## config.mk

```make
export PLATFORM = sky130hd
export DESIGN_NAME = gru_seq_driver
export DESIGN_NICKNAME = d
export VERILOG_FILES = /design/src/rtl/gru_seq_driver.sv
export SDC_FILE = /design/constraint.sdc
export NUM_CORES = 1
export LEC_CHECK = 0
export ABC_CLOCK_PERIOD_IN_PS = 4000
export BUFFER_PORTS_ARGS = -buffer_cell sky130_fd_sc_hd__buf_4
export CAP_MARGIN = 10
export CORE_ASPECT_RATIO = 0.6
export CORE_MARGIN = 10
export CORE_UTILIZATION = 30
export DETAILED_ROUTE_END_ITERATION = 8
export GPL_TIMING_DRIVEN = 0
export PLACE_DENSITY = 0.57
export SYNTH_ARGS = -nofsm -noshare
export SYNTH_HDL_FRONTEND = slang
export SYNTH_SLANG_ARGS = --single-unit
```

## constraint.sdc

```tcl
create_clock -name clk -period 4 [get_ports clk]
set_input_delay 0.2 -clock clk [delete_from_list [all_inputs] [get_ports clk]]
set_output_delay 0.2 -clock clk [all_outputs]
set_load 0.02 [all_outputs]
```

## src/rtl/gru_seq_driver.sv

```systemverilog
// Sequence controller for the d=5, h=3 fixed-point GRU cell: assembles feature
// vectors from a beat stream, feeds y back to h each timestep, streams out final h.
module gru_seq_driver #(
    parameter int INT_WIDTH  = 4,
    parameter int FRAC_WIDTH = 5,
    parameter int WIDTH      = INT_WIDTH + FRAC_WIDTH,
    parameter int LEN_WIDTH  = 8
) (
    input  logic                 clk,
    input  logic                 reset,
    input  logic                 start,
    input  logic [LEN_WIDTH-1:0] seq_len,
    input  logic [WIDTH-1:0]     h_init_0,
    input  logic [WIDTH-1:0]     h_init_1,
    input  logic [WIDTH-1:0]     h_init_2,
    input  logic                 in_valid,
    output logic                 in_ready,
    input  logic [WIDTH-1:0]     in_data,
    output logic [WIDTH-1:0]     x_0,
    output logic [WIDTH-1:0]     x_1,
    output logic [WIDTH-1:0]     x_2,
    output logic [WIDTH-1:0]     x_3,
    output logic [WIDTH-1:0]     x_4,
    output logic [WIDTH-1:0]     h_0,
    output logic [WIDTH-1:0]     h_1,
    output logic [WIDTH-1:0]     h_2,
    input  logic [WIDTH-1:0]     y_0,
    input  logic [WIDTH-1:0]     y_1,
    input  logic [WIDTH-1:0]     y_2,
    output logic                 out_valid,
    input  logic                 out_ready,
    output logic [WIDTH-1:0]     out_data,
    output logic                 out_last,
    output logic                 busy,
    output logic                 done
);

    // Handshakes: a beat transfers on a rising edge where valid and ready are both
    // high; valid never waits on ready, and in_ready/out_valid are mutually exclusive.
    typedef enum logic [2:0] {
        S_IDLE    = 3'd0,
        S_LOAD    = 3'd1,
        S_WAIT    = 3'd2,
        S_CAPTURE = 3'd3,
        S_EMIT    = 3'd4
    } state_e;

    state_e                state_q, state_d;
    logic [2:0]            idx_q, idx_d;
    logic [1:0]            oidx_q, oidx_d;
    logic [LEN_WIDTH-1:0]  t_q, t_d;
    logic [LEN_WIDTH-1:0]  len_q, len_d;
    logic [WIDTH-1:0]      x_q [5];
    logic [WIDTH-1:0]      x_d [5];
    logic [WIDTH-1:0]      h_q [3];
    logic [WIDTH-1:0]      h_d [3];
    logic                  done_q, done_d;
    logic [LEN_WIDTH:0]    t_inc;

    // One extra bit so a full-length run (len = all ones) cannot wrap early.
    assign t_inc = {1'b0, t_q} + (LEN_WIDTH + 1)'(1);

    always_ff @(posedge clk) begin
        if (reset) begin
            state_q <= S_IDLE;
            idx_q   <= '0;
            oidx_q  <= '0;
            t_q     <= '0;
            len_q   <= '0;
            done_q  <= 1'b0;
            for (int i = 0; i < 5; i++) x_q[i] <= '0;
            for (int i = 0; i < 3; i++) h_q[i] <= '0;
        end else begin
            state_q <= state_d;
            idx_q   <= idx_d;
            oidx_q  <= oidx_d;
            t_q     <= t_d;
            len_q   <= len_d;
            done_q  <= done_d;
            for (int i = 0; i < 5; i++) x_q[i] <= x_d[i];
            for (int i = 0; i < 3; i++) h_q[i] <= h_d[i];
        end
    end

    always_comb begin
        state_d = state_q;
        idx_d   = idx_q;
        oidx_d  = oidx_q;
        t_d     = t_q;
        len_d   = len_q;
        done_d  = 1'b0;
        for (int i = 0; i < 5; i++) x_d[i] = x_q[i];
        for (int i = 0; i < 3; i++) h_d[i] = h_q[i];
        case (state_q)
            S_IDLE: begin
                if (start) begin
                    len_d   = seq_len;
                    h_d[0]  = h_init_0;
                    h_d[1]  = h_init_1;
                    h_d[2]  = h_init_2;
                    t_d     = '0;
                    idx_d   = '0;
                    oidx_d  = '0;
                    state_d = (seq_len != '0) ? S_LOAD : S_EMIT;
                end
            end
            S_LOAD: begin
                if (in_valid) begin
                    for (int i = 0; i < 5; i++) begin
                        if (idx_q == 3'(i)) x_d[i] = in_data;
                    end
                    if (idx_q == 3'd4) begin
                        idx_d   = '0;
                        state_d = S_WAIT;
                    end else begin
                        idx_d = idx_q + 3'd1;
                    end
                end
            end
            S_WAIT: state_d = S_CAPTURE;
            S_CAPTURE: begin
                h_d[0]  = y_0;
                h_d[1]  = y_1;
                h_d[2]  = y_2;
                t_d     = t_inc[LEN_WIDTH-1:0];
                state_d = (t_inc == {1'b0, len_q}) ? S_EMIT : S_LOAD;
            end
            S_EMIT: begin
                if (out_ready) begin
                    if (oidx_q == 2'd2) begin
                        oidx_d  = '0;
                        done_d  = 1'b1;
                        state_d = S_IDLE;
                    end else begin
                        oidx_d = oidx_q + 2'd1;
                    end
                end
            end
            default: state_d = S_IDLE;
        endcase
    end

    always_comb begin
        in_ready  = (state_q == S_LOAD);
        out_valid = (state_q == S_EMIT);
        out_last  = (state_q == S_EMIT) && (oidx_q == 2'd2);
        busy      = (state_q != S_IDLE);
        done      = done_q;
        out_data  = '0;
        if (state_q == S_EMIT) begin
            case (oidx_q)
                2'd0:    out_data = h_q[0];
                2'd1:    out_data = h_q[1];
                default: out_data = h_q[2];
            endcase
        end
    end

    assign x_0 = x_q[0];
    assign x_1 = x_q[1];
    assign x_2 = x_q[2];
    assign x_3 = x_q[3];
    assign x_4 = x_q[4];
    assign h_0 = h_q[0];
    assign h_1 = h_q[1];
    assign h_2 = h_q[2];

endmodule
```

Word-level counts from Yosys, hierarchy flattened
Memory sizes are Yosys's and may differ from the RTL's.
Cells that the tools add are included.
{"block": "word_totals", "regBits": 25, "latch_bits": 0, "ram_bits": 72, "mem_bits_ro": 0, "output_inout_bits": 86, "word_cells": 93, "memories": 2}
{"name": "x_q", "words": 5, "width": 9, "read_ports": 5, "rd_ports_with_merged_regs": 0, "wr": 5, "line": "53", "text": "logic [WIDTH-1:0] x_q [5];"}
{"name": "h_q", "words": 3, "width": 9, "read_ports": 3, "rd_ports_with_merged_regs": 0, "wr": 3, "line": "55", "text": "logic [WIDTH-1:0] h_q [3];"}
{"block": "op_classes", "n_addsub": 3, "multipliers": 0, "div": 0, "order_cmp": 0, "eq_ne": 16, "shift": 0, "n_mux": 41, "bitwise_logic": 10, "reduce_logical": 15}
{"op": "$mux W9", "count": 14}
{"op": "$mux W45", "count": 2}
{"op": "$pmux W27 S2", "count": 1}
{"op": "$mux W3", "count": 10}
{"op": "$mux W27", "count": 1}
{"op": "$pmux W9 S2", "count": 1}
{"op": "$pmux W8 S2", "count": 1}
{"op": "$pmux W3 S5", "count": 1}
{"op": "$eq A3 B2 Y1 const B", "count": 4}
{"op": "$add A8 B1 Y9 const B", "count": 1}
{"op": "$eq A9 B8 Y1", "count": 1}
{"op": "$mux W8", "count": 1}
{"op": "$or A1 B1 Y1", "count": 8}
{"op": "$reduce_bool A8 Y1", "count": 1}
{"op": "$eq A3 B1 Y1 const B", "count": 2}
{"op": "$eq A3 B3 Y1 const B", "count": 2}
{"op": "$logic_not A3 Y1", "count": 2}
{"op": "$mux W2", "count": 3}
{"op": "$ne A2 B1 Y1 const B", "count": 3}
{"op": "$pmux W3 S2", "count": 1}
{"op": "$reduce_and A3 Y1", "count": 2}
{"op": "$reduce_bool A2 Y1", "count": 3}
{"op": "$reduce_and A5 Y1", "count": 1}
{"op": "$mux W1", "count": 4}
{"op": "12 further kinds", "count": 15}

Depth between registers and ports, before layout
{"block": "depth", "word_depth": 5, "ltp_mapped": 8, "depth_no_buf": 7}

Worst setup path before layout
Ideal clock, no wire load.
{"block": "synth_timing", "kind": "reg-to-reg", "from": "register t_q[0]", "to": "register state_q[0]", "setup_time_ps": 117, "arrival_ps": 1695, "required_time_ps": 3883, "setup_slack_ps": 2188, "stages_incl_launch_ff": 7, "n_path_buf": 0, "path_cell_list": "dfxtp_1 > ha_1 > nand3_2 > or3_1 > a211oi_2 > nand3_1 > a22o_1"}
{"block": "synth_between", "elab_chain_len": 4}
{"item": "start: declaration", "line": "51", "text": "logic [LEN_WIDTH-1:0] t_q, t_d;"}
{"item": "start signal: assignment", "line": "77", "text": "t_q <= t_d;"}
{"item": "$add A8 B1 Y9", "line": "61", "text": "assign t_inc = {1'b0, t_q} + (LEN_WIDTH + 1)'(1);"}
{"item": "$eq A9 B8 Y1", "line": "126", "text": "state_d = (t_inc == {1'b0, len_q}) ? S_EMIT : S_LOAD;"}
{"item": "$mux W3", "line": "126"}
{"item": "$pmux W3 S5", "line": "94", "text": "case (state_q)"}
{"item": "end signal: assignment", "line": "74", "text": "state_q <= state_d;"}
{"item": "end: declaration", "line": "48", "text": "state_e state_q, state_d;"}
No other way between the ends.
A chain may end at the register's enable or synchronous reset.

Worst setup path in the final report
{"block": "layout_timing", "from": "register oidx_q[0]", "to": "output port out_data[7]"}
{"block": "layout_between", "elab_chain_len": 3, "word_cells_on_any_way": 4}
{"item": "start: declaration", "line": "50", "text": "logic [1:0] oidx_q, oidx_d;"}
{"item": "start signal: assignment", "line": "76", "text": "oidx_q <= oidx_d;"}
{"item": "$eq A2 B1 Y1 / $logic_not A2 Y1 (equally long branches)", "line": "151", "text": "case (oidx_q)"}
{"item": "$pmux W9 S2 *", "line": "151"}
{"item": "$mux W9 *", "line": "150", "text": "if (state_q == S_EMIT) begin"}
{"item": "end: declaration", "line": "32", "text": "output logic [WIDTH-1:0] out_data,"}
Mark *: on every way between the ends. The rest lies on a longest branch, timed or not.

==> summary.txt <==
Flow run
  – Max_cap viols: 0

Timing
  – Post-route setup slack: 1850 ps
  – Clock Skew: 12.1 ps
  – Relative slew slack: 56.5%
  – Tmin final: 2150 ps
  – Hold WS: 115 ps
  – Setup Viol. Count Final: 0
  – F_max: 466 MHz
  – Fin. max-slew vios: 0
  – Unrepaired setup endpoints after global routing: no
  – Total Neg Setup Slack: 0 ps
  – Slew @ Worst Pin: 652 ps
  – Tcrit/Tclk final: 53.7%
  – Final hold vios: 0

CTS
  – Clk_lat worst skew: 350 ps
  – Clk slew on worst S/H paths: 70 ps
  – CTS sink cnt: 97
  – CTS hold repair buffers: 0
  – Root Driver: clkbuf_16
  – TritonCTS clock tree: done
  – Total CTS buffers: 9
  – Max Buffers Root-to-Sink: 2
  – H-tree depth: 3
  – Resized Gates After CTS: 0
  – Post-CTS setup buffer count: 0

Logic synthesis
  – Mapped Area: 4440 sq um
  – Asr flop ratio synth: 0%
  – Yosys cell types: 43
  – Most used DFF post-synth: dfxtp_1
  – Syn Nets: 641
  – EDFF count, synth: 0
  – FF+latch count, synth: 97
  – Warning count from the yosys run: 0
  – Sequential area share after synthesis: 43.7%
  – Synth Instances: 559
  – Mean Syn Cell Area: 7.94 sq um

Worst hold path
  – Hold path depth: 3
  – Hold path endpoint: len_q[6]
  – HP Class: in2reg
  – Worst hold path startpoint: seq_len[6]

Placed design
  – Dpl cells: 917
  – Placement Setup Slack: 1890 ps
  – DP HPWL: 13100 microns
  – IO buf count: 160
  – RePlAce Congestion: 0.891

GRT
  – Vias in the first global route: 4672
  – Initial antenna violation count: 0
  – Total GRT Usage: 16.0%
  – Total congestion overflow: 0
  – Largest net degree at the start of global routing: 18
  – Global-route wire length before repair: 25800 microns

Routing
  – Remaining routing DRC violations: 0
  – 1st-iter DRT viols: 306
  – Via-per-instance ratio: 4.85
  – WL/cell: 17.6 microns
  – Post-Route WL: 16400 microns
  – Post-route ant nets: 0
  – First-pass detailed-route iteration total: 5
  – Via count: 4527

Critical path
  – CP Class: reg2out
  – Crit start category: flip-flop
  – Worst Reg-to-Reg Cells: 6
  – Crit path max fanout: 10
  – Critical path required time: 3800 ps
  – R2R Path Start: t_q[0]
  – Critical path endpoint category: primary output
  – FF-to-FF End: state_q[2]
  – Crit path DAT: 1950 ps
  – R2R setup slack: 1880 ps

Finish
  – Commonest non-fill, non-tap cell in the layout: buf_4
  – Nets: 812
  – Area grow syn2layout: 39.5%
  – ANT cells: 0
  – Area occupied by multi-input gates: 2260 sq um
  – Fin cells: 933
  – FF/Latch Area: 1940 sq um
  – Fillers: 1460
  – Most frequent cells in the layout: 162 x buf_4, 114 x nand2_1, 97 x dfxtp_1, 85 x nor2_1, 55 x a21oi_1
  – Layout cells sized above 1: 28.0%

Power and ir drop
  – VDD IR max: 0.000181 V
  – Leakage power figure: 2.58 nW
  – PwrDens: 368 nW/um^2

Floorplanning
  – Area of the die: 20200 sq um
  – FP Rows: 34
  – Initial core utilization: 30.6%
  – Die width: 177 microns
  – Die Span Y: 114 microns
  – Io pins: 162
  – Placeable Area: 14500 sq um

Outcome
  – Status: completed
-- through the flow --
step | util (%) | area (sq um) | total power (W)
finish | 42.7 | 6190 | 0.00228
global route | 42.7 | 6190 | 0.00237
CTS | 42.7 | 6190 | 0.00229
detailed placement | 40.6 | 5890 | 0.00140
global placement | 40.6 | 5890 | 0.00140
floorplan | - | 4440 | 0.00123
-- Yosys cell counts (3+ instances only) --
cell      number  area (sq um)
nor2_1        85           319
a311oi_1      28           245
dfxtp_1       97          1940
a21oi_1       55           275
nor3_1         7          35.0
nand2_1      114           428
inv_1          5          18.8
nand2_2        3          18.8
mux2i_1       27           270
and2_1         3          18.8
clkbuf_1      24          90.1
buf_2         13          65.1
ha_1           6          75.1
and3_1         3          18.8
clkbuf_8       3          41.3
nand3_1       32           160
nor4_1         4          25.0
xor2_1         3          26.3
o21ai_0        7          35.0
xnor2_1        9          78.8
-- registers in the layout, summed over array words and instances, names as in the netlist --
signal / count
idx_q: 3
t_q: 8
state_q: 3
x_q: 45
done: 1
h_q: 27
len_q: 8
oidx_q: 2
-- logic make-up after synthesis --
kind of cell | after synthesis | synth area share [%]
and+or+nand+nor | 267 | 26.0
AOI/OAI and AO/OA | 102 | 14.8
DFF | 97 | 43.7
buffers and inverters | 48 | 5.27
muxes | 27 | 6.09
xor gates and xnor gates | 12 | 2.37
adders and majority gates | 6 | 1.69
-- worst max-delay path by stage --
| stage | slack, ps | from | depth (start not counted) | to |
|---|---|---|---|---|
| detailed placement | 1890 | t_q[0] | 6 | state_q[2] |
| global route | 1650 | t_q[0] | 7 | state_q[2] |
| finish | 1850 | oidx_q[0] | 7 | out_data[7] |
| CTS | 1840 | oidx_q[0] | 7 | out_data[7] |
| global placement | 1930 | t_q[0] | 6 | state_q[2] |
| floorplan | 2190 | t_q[0] | 6 | state_q[0] |
-- critical path, cell delays in order (launching register included) --
cell,delay (ps)
dfxtp_1,320
clkbuf_1,250
buf_2,320
mux2i_1,230
nor2_1,80
a21oi_1,140
nor2_1,70
buf_4,190
-- per-layer routing --
metal / GRT usage [%] / up-vias / share of wire [%]
li1: - / 2253 / -
met1: 21.0 / 2109 / 47
met2: 23.5 / 150 / 42
met3: 6.95 / 15 / 9.9
met4: 3.96 / 0 / 0.97
met5: 0 / - / 0
-- layout make-up --
class,count,share of cell area [%]
Buffer,43,3.47
Clock buffer,10,3.70
Clock inverter,6,1.23
Inverter,5,0.303
Multi-Input combinational cell,414,36.5
Sequential cell,97,31.4
Tap cell,198,4.00
Timing Repair Buffer,160,19.4
-- power by group --
group / leakage [nW] / total, W / switching, W / internal (W)
combinational: 1.65 / 0.000346 / 0.000200 / 0.000146
sequential: 0.788 / 0.00103 / 0.0000327 / 0.00100
clock: 0.143 / 0.000897 / 0.000401 / 0.000495
total: 2.58 / 0.00228 / 0.000633 / 0.00164
Note: power is estimated with default switching activity, not from simulation.
